===== config.mk =====
export PLATFORM = sky130hd
export DESIGN_NAME = iodelay_tap_ctrl
export DESIGN_NICKNAME = d
export VERILOG_FILES = /design/src/rtl/iodelay_pkg.sv /design/src/rtl/iodelay_step_timer.sv /design/src/rtl/iodelay_tap_ctrl.sv
export SDC_FILE = /design/constraint.sdc
export NUM_CORES = 1
export LEC_CHECK = 0
export ABC_AREA = 1
export BUFFER_PORTS_ARGS = -buffer_cell sky130_fd_sc_hd__buf_2
export CAP_MARGIN = 25
export CORE_UTILIZATION = 45
export CTS_BUF_LIST = sky130_fd_sc_hd__clkbuf_4
export CTS_CLUSTER_SIZE = 20
export DETAILED_ROUTE_END_ITERATION = 7
export PLACE_DENSITY = 0.66
export SLEW_MARGIN = 20
export SYNTH_ARGS = -nofsm -noshare
export SYNTH_HDL_FRONTEND = slang
export SYNTH_SLANG_ARGS = --single-unit

===== constraint.sdc =====
create_clock -name clk -period 2.33 [get_ports clk]
set_input_delay 0.3495 -clock clk [delete_from_list [all_inputs] [get_ports clk]]
set_output_delay 0.3495 -clock clk [all_outputs]
set_load 0.02 [all_outputs]

===== src/rtl/iodelay_pkg.sv =====
// Shared types and constants for the IOLOGIC delay-tap controller.
//   state_t        : controller FSM states
//   DIR_INC/DIR_DEC: encodings driven on dly_direction
//   DEF_TAP_W/DEF_MAX_TAP: default tap counter geometry
//   cnt_width()    : width of the shared LOAD/SETTLE step timer
package iodelay_pkg;

   localparam int unsigned DEF_TAP_W   = 7;
   localparam int unsigned DEF_MAX_TAP = 127;

   localparam logic DIR_INC = 1'b0;
   localparam logic DIR_DEC = 1'b1;

   typedef enum logic [2:0] {
      ST_LOAD,
      ST_IDLE,
      ST_SETUP,
      ST_PULSE,
      ST_SETTLE,
      ST_DONE
   } state_t;

   // Bits needed to hold (max(a,b) - 1), never less than one.
   function automatic int unsigned cnt_width(input int unsigned a, input int unsigned b);
      int unsigned m;
      m = (a > b) ? a : b;
      return (m <= 1) ? 1 : $clog2(m);
   endfunction

endpackage


===== src/rtl/iodelay_step_timer.sv =====
// Loadable down-counter shared by the LOAD and SETTLE phases.
//   clk, rst    : clock, synchronous active-high reset
//   i_load      : load i_load_val this cycle (wins over counting)
//   i_load_val  : count value; the phase lasts i_load_val+1 cycles
//   o_zero_c    : combinational flag, counter has reached zero
module iodelay_step_timer
   import iodelay_pkg::*;
#(
   parameter int unsigned CNT_W = 2
) (
   input  logic             clk,
   input  logic             rst,
   input  logic             i_load,
   input  logic [CNT_W-1:0] i_load_val,
   output logic             o_zero_c
);

   logic [CNT_W-1:0] r_count;

   // Count down to zero and hold there until reloaded.
   always_ff @(posedge clk) begin
      if (rst) begin
         r_count <= '0;
      end else if (i_load) begin
         r_count <= i_load_val;
      end else if (r_count != '0) begin
         r_count <= r_count - CNT_W'(1);
      end
   end

   assign o_zero_c = (r_count == '0);

endmodule


===== src/rtl/iodelay_tap_ctrl.sv =====
// Dynamic tap controller for the IOLOGIC delay element. Steps the delay
// from its current tap to a requested tap one MOVE pulse at a time, or
// reloads it to INIT_TAP via LOADN, and reports completion/abort.
//   clk, rst                : clock, synchronous active-high reset
//   req_valid/req_ready     : request handshake
//   req_load, req_tap       : reload request / target tap (clamped to MAX_TAP)
//   dly_loadn, dly_move,
//   dly_direction           : drive pins of the delay element
//   dly_cflag               : element reports range limit
//   cur_tap                 : tap currently applied
//   busy, done_pulse, err   : status; err qualifies done_pulse
module iodelay_tap_ctrl
   import iodelay_pkg::*;
#(
   parameter int unsigned TAP_W         = DEF_TAP_W,
   parameter int unsigned MAX_TAP       = DEF_MAX_TAP,
   parameter int unsigned INIT_TAP      = 0,
   parameter int unsigned SETTLE_CYCLES = 4,
   parameter int unsigned LOAD_CYCLES   = 2
) (
   input  logic             clk,
   input  logic             rst,
   input  logic             req_valid,
   output logic             req_ready,
   input  logic             req_load,
   input  logic [TAP_W-1:0] req_tap,
   output logic             dly_loadn,
   output logic             dly_move,
   output logic             dly_direction,
   input  logic             dly_cflag,
   output logic [TAP_W-1:0] cur_tap,
   output logic             busy,
   output logic             done_pulse,
   output logic             err
);

   localparam int unsigned      CNT_W       = cnt_width(SETTLE_CYCLES, LOAD_CYCLES);
   localparam logic [TAP_W-1:0] MAX_TAP_V   = TAP_W'(MAX_TAP);
   localparam logic [TAP_W-1:0] INIT_TAP_V  = TAP_W'(INIT_TAP);
   localparam logic [CNT_W-1:0] LOAD_LAST   = CNT_W'(LOAD_CYCLES - 1);
   localparam logic [CNT_W-1:0] SETTLE_LAST = CNT_W'(SETTLE_CYCLES - 1);

   state_t           r_state;
   logic             r_auto_pend;
   logic [TAP_W-1:0] r_tgt;
   logic             r_req_ready;
   logic             r_dly_loadn;
   logic             r_dly_move;
   logic             r_dly_direction;
   logic [TAP_W-1:0] r_cur_tap;
   logic             r_busy;
   logic             r_done_pulse;
   logic             r_err;

   state_t           w_next_state;
   logic             w_next_err;
   logic             w_accept;
   logic [TAP_W-1:0] w_req_tgt;
   logic             w_tmr_load;
   logic [CNT_W-1:0] w_tmr_val;
   logic             w_tmr_zero;

   // Shared phase timer: reloaded on entry to LOAD or SETTLE.
   iodelay_step_timer #(
      .CNT_W (CNT_W)
   ) u_timer (
      .clk        (clk),
      .rst        (rst),
      .i_load     (w_tmr_load),
      .i_load_val (w_tmr_val),
      .o_zero_c   (w_tmr_zero)
   );

   // Next-state and completion-status decode.
   always_comb begin
      w_next_state = r_state;
      w_next_err   = 1'b0;
      w_accept     = 1'b0;
      w_req_tgt    = (req_tap > MAX_TAP_V) ? MAX_TAP_V : req_tap;

      unique case (r_state)
         ST_IDLE: begin
            // r_auto_pend is only set in the cycle right after reset.
            if (r_auto_pend) begin
               w_next_state = ST_LOAD;
            end else if (req_valid && r_req_ready) begin
               w_accept = 1'b1;
               if (req_load) begin
                  w_next_state = ST_LOAD;
               end else if (w_req_tgt == r_cur_tap) begin
                  w_next_state = ST_DONE;
               end else begin
                  w_next_state = ST_SETUP;
               end
            end
         end
         ST_LOAD: begin
            if (w_tmr_zero) begin
               w_next_state = r_auto_pend ? ST_IDLE : ST_DONE;
            end
         end
         ST_SETUP: begin
            w_next_state = ST_PULSE;
         end
         ST_PULSE: begin
            w_next_state = ST_SETTLE;
         end
         ST_SETTLE: begin
            // cflag only matters in the last settle cycle.
            if (w_tmr_zero) begin
               if (r_cur_tap == r_tgt) begin
                  w_next_state = ST_DONE;
               end else if (dly_cflag) begin
                  w_next_state = ST_DONE;
                  w_next_err   = 1'b1;
               end else begin
                  w_next_state = ST_SETUP;
               end
            end
         end
         ST_DONE: begin
            w_next_state = ST_IDLE;
         end
         default: begin
            w_next_state = ST_IDLE;
         end
      endcase
   end

   assign w_tmr_load = ((w_next_state == ST_LOAD)   && (r_state != ST_LOAD)) ||
                       ((w_next_state == ST_SETTLE) && (r_state != ST_SETTLE));
   assign w_tmr_val  = (w_next_state == ST_LOAD) ? LOAD_LAST : SETTLE_LAST;

   // State register plus outputs registered from the next state so that
   // every pin lines up with the state it belongs to.
   always_ff @(posedge clk) begin
      if (rst) begin
         r_state         <= ST_IDLE;
         r_auto_pend     <= 1'b1;
         r_tgt           <= INIT_TAP_V;
         r_req_ready     <= 1'b0;
         r_dly_loadn     <= 1'b1;
         r_dly_move      <= 1'b0;
         r_dly_direction <= DIR_INC;
         r_cur_tap       <= INIT_TAP_V;
         r_busy          <= 1'b0;
         r_done_pulse    <= 1'b0;
         r_err           <= 1'b0;
      end else begin
         r_state      <= w_next_state;
         r_req_ready  <= (w_next_state == ST_IDLE);
         r_dly_loadn  <= (w_next_state != ST_LOAD);
         r_dly_move   <= (w_next_state == ST_PULSE);
         r_busy       <= (w_next_state != ST_IDLE);
         r_done_pulse <= (w_next_state == ST_DONE);
         r_err        <= w_next_err;

         if ((r_state == ST_LOAD) && w_tmr_zero) begin
            r_auto_pend <= 1'b0;
         end

         if (w_accept) begin
            r_tgt <= w_req_tgt;
         end

         // Direction only moves on the IDLE->SETUP edge, never alongside MOVE.
         if (w_accept && (w_next_state == ST_SETUP)) begin
            r_dly_direction <= (w_req_tgt < r_cur_tap) ? DIR_DEC : DIR_INC;
         end

         // Tap count follows the element: reset on load, step after each pulse.
         if ((w_next_state == ST_LOAD) && (r_state != ST_LOAD)) begin
            r_cur_tap <= INIT_TAP_V;
         end else if (r_state == ST_PULSE) begin
            r_cur_tap <= (r_dly_direction == DIR_DEC) ? (r_cur_tap - TAP_W'(1))
                                                      : (r_cur_tap + TAP_W'(1));
         end
      end
   end

   assign req_ready     = r_req_ready;
   assign dly_loadn     = r_dly_loadn;
   assign dly_move      = r_dly_move;
   assign dly_direction = r_dly_direction;
   assign cur_tap       = r_cur_tap;
   assign busy          = r_busy;
   assign done_pulse    = r_done_pulse;
   assign err           = r_err;

endmodule

==> impl_metrics.toml <==
[sta]
rsz0062_at_grt = "false"
fin_skew_ns = 0.0194
layout_min_cycle_time_ns = 2.12
fmax_ghz = 0.471
final-hold-violation-count = 0
worstMarginPinSlew_ns = 0.501
tns_ns = 0
finalMaxSlewViolations = 0
finalCritPeriodShare_pct = 91.2
setup_viol_count_final = 0
slew_headroom_pct = 66.2
fin_ws_ns = 0.205

[synth]
ys_seq_elements = 27
netlist_instances = 234
syn-num-nets = 260
synthesis.area_mm2 = 0.00165
synth-seq-area-share_pct = 32.8
yosysWarningCount = 0
syn_area_per_cell_um2 = 7.05
synthDistinctLibCells = 34

[power_and_ir_drop]
switching_share_pct = 40.1
seqPwrFrac_pct = 43.6
leakage_nw = 0.858
intPower_uw = 771
p_sw_uw = 515
comb_power_share_pct = 39.0
powerDensity_mw_per_mm2 = 699
p_total_mw = 1.29
irDropWorstVdd_uv = 539
power_frac_clock_pct = 17.5

[die]
dieArea_mm2 = 0.00391
fp.dieH_um = 62.6
row_count = 21
initial_core_util_pct = 48.3
die_w_um = 62.6
io_pins = 26
core-area_mm2 = 0.00342

[clock_network]
cts_sinks = 27
cts_made_buffers = 3
htreeDepth = 1
cts_hold_buf = 0
clkLatencyLatePin_ns = 0.36
post_cts_buffers = 0
cts_tree = "yes"
cts-resized-gates = 0
clk_pin_slew_ns = 0.17
cts-root-buf = "clkbuf_4"
clock_path_buffers = 2

[route]
wire_per_inst_um = 12.2
drc = 0
wl_um = 3690
viasPerCell = 4.91
drtPass1Iterations = 4
first_iter_violations = 106
vias = 1478
drt.antenna.violating_nets = 0

[final_layout]
antenna_cells = 0
num-nets-final = 282
drive_gt1_share_pct = 20.0
multi_input_area_um2 = 936
seq_area_um2 = 541
fillCellCount = 370
syn_to_final_growth_pct = 11.4

[grt]
grt_max_degree = 17
grt_util_all_layers_pct = 21.7
grt_overflow = 0
grt_pass1_wl_um = 6650
first_global_vias = 1439
grt_antenna_before_repair = 0

[placement]
gp_congestion = 0.825
place_ws_ns = 0.301
hpwlAfterDp_um = 2860
portBuffers = 25

[min_path]
hold_class = "input port to register"

[critical_path]
arrival_ns = 2.41
endpoint_kind = "register"
path_class = "register to register"
r2r_slack_ns = 0.21
reg2reg_from = "cur_tap[5]$_SDFFE_PP0N_"
cp.required_ns = 2.62
r2r_cells = 10
cp-endpoint = "cur_tap[0]$_SDFFE_PP0N_"
cp_max_fo = 7
start_kind = "register"
r2r-end = "cur_tap[0]$_SDFFE_PP0N_"
cp-startpoint = "cur_tap[5]$_SDFFE_PP0N_"

[flow_run]
max_cap_violations = 0

[run_status]
status = "completed"
==> area by class of cell <==
cell class	instances	share of cell area, %
Inverter	36	7.35
Multi-Input combinational cell	161	50.9
Sequential cell	27	29.4
Clock buffer	3	1.22
Timing Repair Buffer	27	7.62
Clock inverter	1	0.408
Tap cell	46	3.13
==> flip-flops by register name, indices dropped and copies added (netlist names) <==
signal / cells
cur_tap: 7
r_tgt: 7
r_state: 3
u_timer.r_count: 2
busy: 1
dly_direction: 1
dly_loadn: 1
dly_move: 1
done_pulse: 1
err: 1
r_auto_pend: 1
req_ready: 1
==> cell usage after synthesis <==
| cell type | n | area (µm²) |
|---|---|---|
| nand2_1 | 54 | 203 |
| inv_1 | 30 | 113 |
| dfxtp_1 | 27 | 541 |
| nor2_1 | 24 | 90.1 |
| a21oi_1 | 16 | 80.1 |
| o21ai_0 | 15 | 75.1 |
| ha_1 | 13 | 163 |
| clkbuf_1 | 9 | 33.8 |
| nand3_1 | 9 | 45.0 |
| inv_2 | 6 | 22.5 |
| a21oi_2 | 3 | 26.3 |
| xor2_1 | 3 | 26.3 |
| a211oi_1 | 2 | 15.0 |
| nand4_1 | 2 | 12.5 |
| or2_2 | 2 | 12.5 |
| a21o_1 | 1 | 7.51 |
| a21oi_4 | 1 | 16.3 |
| a31oi_1 | 1 | 6.26 |
| buf_2 | 1 | 5.00 |
| fa_1 | 1 | 20.0 |
| nand2_2 | 1 | 6.26 |
| nand2_4 | 1 | 11.3 |
| nand3_2 | 1 | 10.0 |
| nand4_4 | 1 | 21.3 |
| nor2_2 | 1 | 6.26 |
| nor3_1 | 1 | 5.00 |
| nor3_2 | 1 | 10.0 |
| nor3b_2 | 1 | 12.5 |
| nor4_1 | 1 | 6.26 |
| o21a_1 | 1 | 7.51 |
| o21bai_1 | 1 | 7.51 |
| o21bai_4 | 1 | 18.8 |
| or2_0 | 1 | 6.26 |
| xnor2_1 | 1 | 8.76 |
==> stage by stage <==
step,utilization [%],area (µm²),instances,hold slack [ns]
2_1_floorplan,-,1650,234,0.444
3_3_place_gp,53.0,1810,297,0.455
3_5_place_dp,53.0,1810,297,0.462
4_1_cts,53.8,1840,301,0.288
5_1_grt,53.8,1840,301,0.287
6_report,53.8,1840,301,0.291
==> cell families after synthesis <==
family          share of synthesized area, %
simple gates                            27.7
buf+inv                                 10.5
compound gates                          15.8
flops                                   32.8
fa+ha+maj                               11.1
xor+xnor                                2.12
==> placed cells by master, fill, tap and decap left out, drive strengths merged <==
cell / synthesis / final
nand4: 3 / 3
or2: 3 / 3
xnor2: 1 / 1
o21bai: 2 / 2
xor2: 3 / 3
inv: 36 / 36
a31oi: 1 / 1
a211oi: 2 / 2
nor4: 1 / 1
fa: 1 / 1
a21oi: 20 / 20
o21a: 1 / 1
nand2: 56 / 56
a21o: 1 / 1
nor3: 2 / 2
clkbuf: 9 / 3
clkinvlp: 0 / 1
dfxtp: 27 / 27
nand3: 10 / 10
ha: 13 / 13
nor2: 25 / 25
o21ai: 15 / 15
nor3b: 1 / 1
buf: 1 / 27
==> power groups by stage <==
| stage | combinational [mW] | sequential, mW | clock [mW] |
|---|---|---|---|
| after detailed placement | 0.498 | 0.570 | 0 |
| after global placement | 0.492 | 0.570 | 0 |
| after CTS | 0.501 | 0.560 | 0.229 |
| after global routing | 0.568 | 0.570 | 0.253 |
| final | 0.501 | 0.560 | 0.225 |
| after floorplan | 0.354 | 0.600 | 0 |
==> worst max-delay path, stage by stage, from the launching register on <==
cell	delay [ns]
dfxtp_1	0.44
inv_1	0.09
ha_1	0.30
nand2_1	0.07
nor2_1	0.12
nand4_1	0.12
o21ai_0	0.44
a21oi_4	0.11
nand4_4	0.15
nand2_4	0.10
a21oi_2	0.12
==> how the worst min path moves through the flow <==
stage	startpoint	end	slack [ns]	depth (start not counted)
4_1_cts	req_tap[6]	r_tgt[6]$_SDFFE_PP0P_	0.29	3
2_1_floorplan	r_tgt[1]$_SDFFE_PP0P_	r_tgt[1]$_SDFFE_PP0P_	0.44	2
6_report	req_tap[6]	r_tgt[6]$_SDFFE_PP0P_	0.29	3
5_1_grt	rst	u_timer.r_count[0]$_SDFFE_PP0P_	0.29	2
3_5_place_dp	r_tgt[4]$_SDFFE_PP0P_	r_tgt[4]$_SDFFE_PP0P_	0.46	2
3_3_place_gp	r_tgt[4]$_SDFFE_PP0P_	r_tgt[4]$_SDFFE_PP0P_	0.45	2
==> layer usage <==
layer / GRT usage [%] / vias up / share of wire (%)
met5: 0 / - / 0
met2: 33.6 / 26 / 42
met3: 1.82 / 5 / 3.0
met4: 8.72 / 0 / 1.7
met1: 30.9 / 661 / 53
li1: - / 786 / -
Note: power is estimated with default switching activity, not from simulation.
